--- config.mk ---
export PLATFORM = sky130hd
export DESIGN_NAME = hilo_mult_ctrl
export DESIGN_NICKNAME = d
export VERILOG_FILES = /design/src/rtl/hilo_mult_ctrl.sv
export SDC_FILE = /design/constraint.sdc
export NUM_CORES = 1
export LEC_CHECK = 0
export CAP_MARGIN = 20
export CELL_PAD_IN_SITES_DETAIL_PLACEMENT = 1
export CELL_PAD_IN_SITES_GLOBAL_PLACEMENT = 2
export CORE_UTILIZATION = 40
export DETAILED_ROUTE_END_ITERATION = 10
export DONT_BUFFER_PORTS = 1
export PLACE_DENSITY_LB_ADDON = 0.08
export SYNTH_ARGS = -nofsm -noshare
export SYNTH_HDL_FRONTEND = slang
export SYNTH_SLANG_ARGS = --single-unit
--- constraint.sdc ---
create_clock -name clk -period 3.7 [get_ports clk]
set_input_delay 0.37 -clock clk [delete_from_list [all_inputs] [get_ports clk]]
set_output_delay 0.37 -clock clk [all_outputs]
set_load 0.01 [all_outputs]
--- src/rtl/hilo_mult_ctrl.sv ---
// hilo_mult_ctrl: owns the architectural HI/LO pair and sequences the shared
// combinational 32x32 multiplier as a fixed MUL_LAT-cycle multicycle path.
// Optional feature macro: HILO_ZERO_BYPASS_EN (a multiply with a zero operand
// writes HI=LO=0 at acceptance and never occupies the multiplier).
//
// Handshake: an operation is offered with op_valid; it is taken on a clock
// edge only when the sequencer is IDLE and flush is low. While a multiply is
// in flight, stall (busy & (op_valid | rd_req)) acts as the inverse of ready:
// the pipeline must keep presenting the same operation until stall drops, and
// it is then taken on the first IDLE cycle. A flushed offer is discarded.
module hilo_mult_ctrl #(
  parameter int unsigned MUL_LAT = 4  // legal range 1..15 (fits the 4-bit counter)
) (
  input  logic        clk,
  input  logic        rst_n,
  input  logic        op_valid,
  input  logic [1:0]  op_code,
  input  logic [31:0] op_a,
  input  logic [31:0] op_b,
  input  logic        flush,
  input  logic        rd_req,
  output logic        mul_ena,
  output logic        mul_sign,
  output logic [31:0] mul_a,
  output logic [31:0] mul_b,
  input  logic [31:0] mul_hi,
  input  logic [31:0] mul_lo,
  output logic [31:0] hi,
  output logic [31:0] lo,
  output logic        busy,
  output logic        stall,
  output logic        done,
  output logic        dbg_state
);

  localparam logic [1:0] OP_MULT  = 2'd0;
  localparam logic [3:0] CNT_INIT = 4'(MUL_LAT - 1);

  typedef enum logic {
    S_IDLE = 1'b0,
    S_RUN  = 1'b1
  } state_t;

  state_t      r_state;
  state_t      w_state_nxt;
  logic [3:0]  r_cnt;
  logic [3:0]  w_cnt_nxt;

  logic [31:0] r_hi;
  logic [31:0] r_lo;
  logic [31:0] r_mul_a;
  logic [31:0] r_mul_b;
  logic        r_mul_ena;
  logic        r_mul_sign;
  logic        r_done;

  logic        w_idle;
  logic        w_run;
  logic        w_take;
  logic        w_take_mul;
  logic        w_take_mt;
  logic        w_zero;
  logic        w_bypass;
  logic        w_start_run;
  logic        w_run_end;
  logic        w_wb;

  assign w_idle     = (r_state == S_IDLE);
  assign w_run      = (r_state == S_RUN);
  assign w_take     = w_idle & op_valid & ~flush;
  // op_code[1]=0 selects MULT/MULTU, op_code[1]=1 selects MTHI/MTLO
  assign w_take_mul = w_take & ~op_code[1];
  assign w_take_mt  = w_take &  op_code[1];

`ifdef HILO_ZERO_BYPASS_EN
  assign w_zero = (op_a == 32'd0) | (op_b == 32'd0);
`else
  assign w_zero = 1'b0;
`endif

  assign w_bypass    = w_take_mul & w_zero;
  assign w_start_run = w_take_mul & ~w_zero;
  // RUN ends either by flush (abort) or by the counter reaching zero
  assign w_run_end   = w_run & (flush | (r_cnt == 4'd0));
  // write-back happens only on a natural end; flush wins on the last cycle
  assign w_wb        = w_run & ~flush & (r_cnt == 4'd0);

  // State register and latency counter
  always_ff @(posedge clk or negedge rst_n) begin
    if (!rst_n) begin
      r_state <= S_IDLE;
      r_cnt   <= 4'd0;
    end else begin
      r_state <= w_state_nxt;
      r_cnt   <= w_cnt_nxt;
    end
  end

  // Next-state and counter logic
  always_comb begin
    w_state_nxt = r_state;
    w_cnt_nxt   = r_cnt;
    case (r_state)
      S_IDLE: begin
        if (w_start_run) begin
          w_state_nxt = S_RUN;
          w_cnt_nxt   = CNT_INIT;
        end
      end
      S_RUN: begin
        if (w_run_end) begin
          w_state_nxt = S_IDLE;
          w_cnt_nxt   = 4'd0;
        end else begin
          w_cnt_nxt   = r_cnt - 4'd1;
        end
      end
      default: begin
        w_state_nxt = S_IDLE;
        w_cnt_nxt   = 4'd0;
      end
    endcase
  end

  // Multiplier operand/enable registers; operands stay frozen during RUN and
  // are retained after a flush
  always_ff @(posedge clk or negedge rst_n) begin
    if (!rst_n) begin
      r_mul_a    <= 32'd0;
      r_mul_b    <= 32'd0;
      r_mul_sign <= 1'b0;
      r_mul_ena  <= 1'b0;
    end else if (w_start_run) begin
      r_mul_a    <= op_a;
      r_mul_b    <= op_b;
      r_mul_sign <= (op_code == OP_MULT);
      r_mul_ena  <= 1'b1;
    end else if (w_run_end) begin
      r_mul_ena  <= 1'b0;
    end
  end

  // Architectural HI/LO and the one-cycle write-back pulse
  always_ff @(posedge clk or negedge rst_n) begin
    if (!rst_n) begin
      r_hi   <= 32'd0;
      r_lo   <= 32'd0;
      r_done <= 1'b0;
    end else begin
      r_done <= w_wb | w_bypass;
      if (w_wb) begin
        r_hi <= mul_hi;
        r_lo <= mul_lo;
      end else if (w_bypass) begin
        r_hi <= 32'd0;
        r_lo <= 32'd0;
      end else if (w_take_mt) begin
        if (op_code[0]) r_lo <= op_a;
        else            r_hi <= op_a;
      end
    end
  end

  assign mul_a     = r_mul_a;
  assign mul_b     = r_mul_b;
  assign mul_ena   = r_mul_ena;
  assign mul_sign  = r_mul_sign;
  assign hi        = r_hi;
  assign lo        = r_lo;
  assign done      = r_done;
  assign busy      = w_run;
  assign stall     = w_run & (op_valid | rd_req);
  assign dbg_state = r_state;

endmodule

## Word level (Yosys, flattened, before mapping)

Cells that the tools add are included.

- Register bits after elaboration: 136
- Bits of input ports: 135
- Output and inout bits: 134

- $add $sub $neg: 1
- Equal/unequal tests: 2
- Mux-type cells: 14
- Bitwise logic cells: 13
- Reductions and logical operators: 7

Operators with widths:

| cell | number |
|---|---|
| 2-to-1 mux 32 bit | 6 |
| AND 1 bit | 8 |
| 2-to-1 mux 4 bit | 2 |
| one-hot mux 4 bit (2 select lines) | 1 |
| nonzero test 2 bit | 3 |
| logical NOT 4 bit | 1 |
| 2-to-1 mux 1 bit | 4 |
| inequality test 2 x 1 -> 1 bit, second input constant | 2 |
| AND reduction 2 bit | 2 |
| subtractor 4 x 1 -> 4 bit, second input constant | 1 |
| inverter 1 bit | 3 |
| logical NOT 2 bit | 1 |
| OR 1 bit | 2 |
| one-hot mux 1 bit (2 select lines) | 1 |

## Logic depth before layout (Yosys ltp)

- Depth in word-level cells: 6
- Mapped depth: 7
- Depth with buffers taken out: 5

## Least setup slack after synthesis

Ideal clock, no wire load.

- Kind: flip-flop to flip-flop
- From: register r_state, in the netlist busy
- To: register r_mul_a[0], in the netlist mul_a[0]
- Library setup time: 0.125 ns
- Arrival time: 1.644 ns
- Required time: 3.575 ns
- Path slack: 1.931 ns
- Cell stages (with the launch flop): 5
- Path buffers: 2
- Path through: dfrtp_1 -> buf_6 -> nor4b_4 -> buf_6 -> mux2_2

- Longest elaborated chain between the ends: 4

Ends and longest elaborated chain:

| what | line | text |
|---|---|---|
| start: declaration | 44 | `state_t r_state;` |
| start signal: assignment | 94 | `r_state <= w_state_nxt;` |
| inverter 1 bit | -- |  |
| AND 1 bit (2 in series) | 70 | `assign w_take = w_idle & op_valid & ~flush;` |
| AND 1 bit | 72 | `assign w_take_mul = w_take & ~op_code[1];` |
| end signal: assignment | 134 | `r_mul_a <= op_a;` |
| end: declaration | 51 | `logic [31:0] r_mul_a;` |

Every way passes these cells.
A chain may end at the register's enable or synchronous reset.

## Final worst setup path

- From: register r_state, in the netlist busy
- To: register r_hi[21], in the netlist hi[21]

- Longest elaborated chain between the ends: 6
- Elaborated cells between the ends (all ways): 10

Ends and longest elaborated chain:

| what | line | text |
|---|---|---|
| inverter 1 bit | -- |  |
| AND 1 bit (2 in series) | 70 |  |
| AND 1 bit | 73 | `assign w_take_mt = w_take & op_code[1];` |
| nonzero test 2 bit (no line) | -- |  |
| AND reduction 2 bit (no line) | -- |  |
| end signal: assignment | 152 | `r_hi <= mul_hi;` |
| end signal: assignment | 159 | `else r_hi <= op_a;` |
| end: declaration | 49 | `logic [31:0] r_hi;` |

Parallel ways exist; a longest one is shown, timed or not.

==> parameters.txt <==
Parameter                              Value

Synth
  Mean post-synth cell area ... 11.0 um2
  Main flop type after synthesis ... sky130_fd_sc_hd__dfrtp_1
  Netlist area before placement ... 6010 um2
  Yosys reg bits ... 136
  Largest cells by area after synthesis ... sky130_fd_sc_hd__dfrtp_1, sky130_fd_sc_hd__mux2_2, sky130_fd_sc_hd__a31oi_1, sky130_fd_sc_hd__nor3_1, sky130_fd_sc_hd__o21ai_0
  EDFF count, synth ... 0
  List of most frequent post-synthesis cells ... sky130_fd_sc_hd__dfrtp_1, sky130_fd_sc_hd__a31oi_1, sky130_fd_sc_hd__mux2_2, sky130_fd_sc_hd__nor3_1, sky130_fd_sc_hd__o21ai_0
  Most used standard cell by instance count after synthesis ... sky130_fd_sc_hd__dfrtp_1
  Sequential element share of the synthesized area ... 56.6%
  Number of warnings reported in the yosys synthesis log ... 0
  Distinct cell type count of the synthesized netlist ... 28
  Number of nets in the synthesized netlist ... slightly below 700
  Cells after Synth ... 545
  Async set or reset register ratio after synthesis ... 100%
  Cell taking the most area after synthesis ... sky130_fd_sc_hd__dfrtp_1
  Top-area cell type share of the netlist area ... 56.6%

Clock tree
  Clock latency on the worst-skew pair ... 420 ps
  H-tree depth ... 4
  Number of clock buffers inserted by TritonCTS ... 17
  Clock tree sinks ... 136
  Count of hold buffers inserted by post-cts repair ... 2
  Clock Tree Root ... sky130_fd_sc_hd__clkbuf_16
  Post-CTS setup repair buffer count ... 0
  Reg clk slew, reported paths ... 60 ps
  Deepest clock path buffer count ... 2
  Number of gates resized after CTS ... 0
  Clock tree from TritonCTS ... yes

Hold path
  End point of the most critical hold path ... mul_a[29]
  Launch instance of the worst min-delay path ... op_a[29]
  Hold Path Stages ... 1
  Min-delay worst type ... in -> reg

Global route
  Pin count of the biggest net entering global routing ... between 100 and 150
  Gr usage total ... between 20% and 30%
  First-pass GRT wire length ... 29000 um
  Initial antenna violation count ... 0
  Vias in the first global route ... 4897
  Total congestion overflow after global routing ... 0

Layout
  Area growth from synthesis to layout ... 12.0%
  Share of post-route cells with drive strength above 1 ... between 20% and 30%
  Number of nets in the final layout ... around 660
  Number of antenna diodes ... 0

STA
  Total negative slack for setup checks ... 0 ps
  Tightest Pin Transition ... 778 ps
  Maximum operating frequency ... 418 MHz
  Final hold vios ... 0
  Final setup violation count ... 0
  Final count of pins violating max slew ... 0
  Portion of the clock cycle consumed by the worst path in the final layout ... 64.7%
  Fin crit period ... 2390 ps
  Slew Limit Headroom ... 48.1%
  Unrepaired setup endpoints after global routing ... no
  Setup Skew ... 4.79 ps
  Smallest hold slack ... 93.0 ps

Setup path
  Crit Reg-Reg Endpoint ... hi[21]
  Crit Path Class ... reg -> reg
  Highest net fanout along the worst path ... 22
  Arrival @ worst endpoint ... around 2700 ps
  Critical register-to-register path startpoint ... busy
  Critical path startpoint category ... flop
  Data required time at the worst endpoint ... 3960 ps
  Register-to-register setup slack ... 1310 ps
  Number of cell instances on the worst register-to-register path ... 5
  Crit path capture type ... flop

Floorplanning
  Row cnt ... 44
  Core box area ... 14600 um2
  Die width ... 125 um
  Initial core utilization ... 41.2%
  Boundary pin count ... roughly 270
  Die height ... about 120 um
  DIE AREA ... 15500 um2

Placed design
  Final weighted congestion of routability-driven global placement ... 0.740
  Quantity of I/O buffers inserted on ports ... 0
  Dpl hpwl ... around 12000 um

Pwr
  Pwr Total ... 5.56 mW
  Worst-case vdd ir drop ... 0.314 mV
  Total power per unit cell area ... 825 nW/um2
  Cell leakage power ... 2.59 nW

Route
  1st-pass router iterations ... 4
  Routed length per placed instance ... 25.3 um
  DRC marker count from the first detailed-route iteration ... 165
  Number of vias in the routed layout ... 4496
  Total DRC errors in the routed layout ... 0
  Vias per cell ... 6.29
  Number of nets with antenna violations after detailed routing ... 0
  Post-Route WL ... around 18000 um

Status
  Result of the run ... completed

Flow run
  Reported max-cap violation count ... 0
[kinds of logic (layout without fill, tap and decap cells)]
logic type / count (synthesis) / in the layout / share of synthesized area, %
mux: 65 / 65 / 12.2
compound gates: 137 / 137 / 13.1
buf+inv: 62 / 48 / 5.16
simple gates: 143 / 143 / 12.6
fa+ha+maj: 2 / 2 / 0.416
flops: 136 / 136 / 56.6
[cell usage in the layout, fill, tap and decap left out, types with 2 or more instances in the layout]
| cell type | synthesis | routed |
|---|---|---|
| sky130_fd_sc_hd__clkbuf_16 | 0 | 17 |
| sky130_fd_sc_hd__clkinv_4 | 0 | 2 |
| sky130_fd_sc_hd__o22ai_1 | 2 | 2 |
| sky130_fd_sc_hd__inv_6 | 0 | 3 |
| sky130_fd_sc_hd__o21ai_0 | 65 | 65 |
| sky130_fd_sc_hd__buf_4 | 1 | 8 |
| sky130_fd_sc_hd__dfrtp_1 | 136 | 136 |
| sky130_fd_sc_hd__ha_1 | 2 | 2 |
| sky130_fd_sc_hd__a31oi_1 | 65 | 65 |
| sky130_fd_sc_hd__clkinvlp_4 | 0 | 3 |
| sky130_fd_sc_hd__nand3_1 | 64 | 64 |
| sky130_fd_sc_hd__nor3_1 | 65 | 65 |
| sky130_fd_sc_hd__bufinv_16 | 0 | 4 |
| sky130_fd_sc_hd__nor2_1 | 3 | 3 |
| sky130_fd_sc_hd__inv_1 | 4 | 3 |
| sky130_fd_sc_hd__clkinv_2 | 0 | 2 |
| sky130_fd_sc_hd__a21o_1 | 2 | 2 |
| sky130_fd_sc_hd__mux2_2 | 65 | 65 |
| sky130_fd_sc_hd__buf_16 | 0 | 2 |
[worst max-delay path, cell delays in order, from the launching register on]
cell and delay [ps]:
sky130_fd_sc_hd__dfrtp_1 580, sky130_fd_sc_hd__nand4bb_2 760, sky130_fd_sc_hd__buf_8 380, sky130_fd_sc_hd__buf_4 190
sky130_fd_sc_hd__o21ai_0 200, sky130_fd_sc_hd__a31oi_1 110
[sequential cells by signal, indices dropped and copies added (netlist names)]
name and cells:
lo 32, hi 32, mul_a 32, done 1, mul_ena 1, r_cnt 4
mul_b 32, busy 1, mul_sign 1
[through the flow]
stage               worst slack (ps)  cells  utilization [%]  instance area (um2)
global placement                1070    679             41.3                 6020
floorplan                       1930    545                -                 6010
detailed placement               911    679             41.3                 6020
CTS                              909    713             45.9                 6690
finish                          1310    715             46.2                 6730
global route                    1120    715             46.2                 6730
[area by class of cell]
cell class / count / area (um2)
Timing Repair Buffer: 12 / 140
Sequential cell: 136 / 3400
Multi-Input combinational cell: 347 / 2310
Tap cell: 184 / 230
Clock buffer: 18 / 439
Inverter: 4 / 15.0
Clock inverter: 14 / 196
Fill cell: 1543 / 7860
[worst max path at each step]
stage,startpoint,to
5_1_grt,busy,hi[21]
4_1_cts,busy,hi[4]
3_3_place_gp,busy,hi[17]
3_5_place_dp,busy,hi[4]
6_report,busy,hi[21]
2_1_floorplan,busy,mul_a[0]
[metal layers]
layer / global-route usage, % / wire, um / part of all wire [%]
met4: 7.94 / 261 / 1.4
met2: 38.3 / 8760 / 48
met1: 29.6 / 7300 / 40
met3: 10.3 / 1760 / 9.7
met5: 0 / 0 / 0
[power by group]
| part | switching (mW) | internal [mW] | leakage, nW |
|---|---|---|---|
| sequential | 0.710 | 2.05 | 1.64 |
| clock | 0.679 | 1.15 | 0.303 |
| combinational | 0.541 | 0.426 | 0.648 |
| total | 1.93 | 3.63 | 2.59 |
Note: power is estimated with default switching activity, not from simulation.
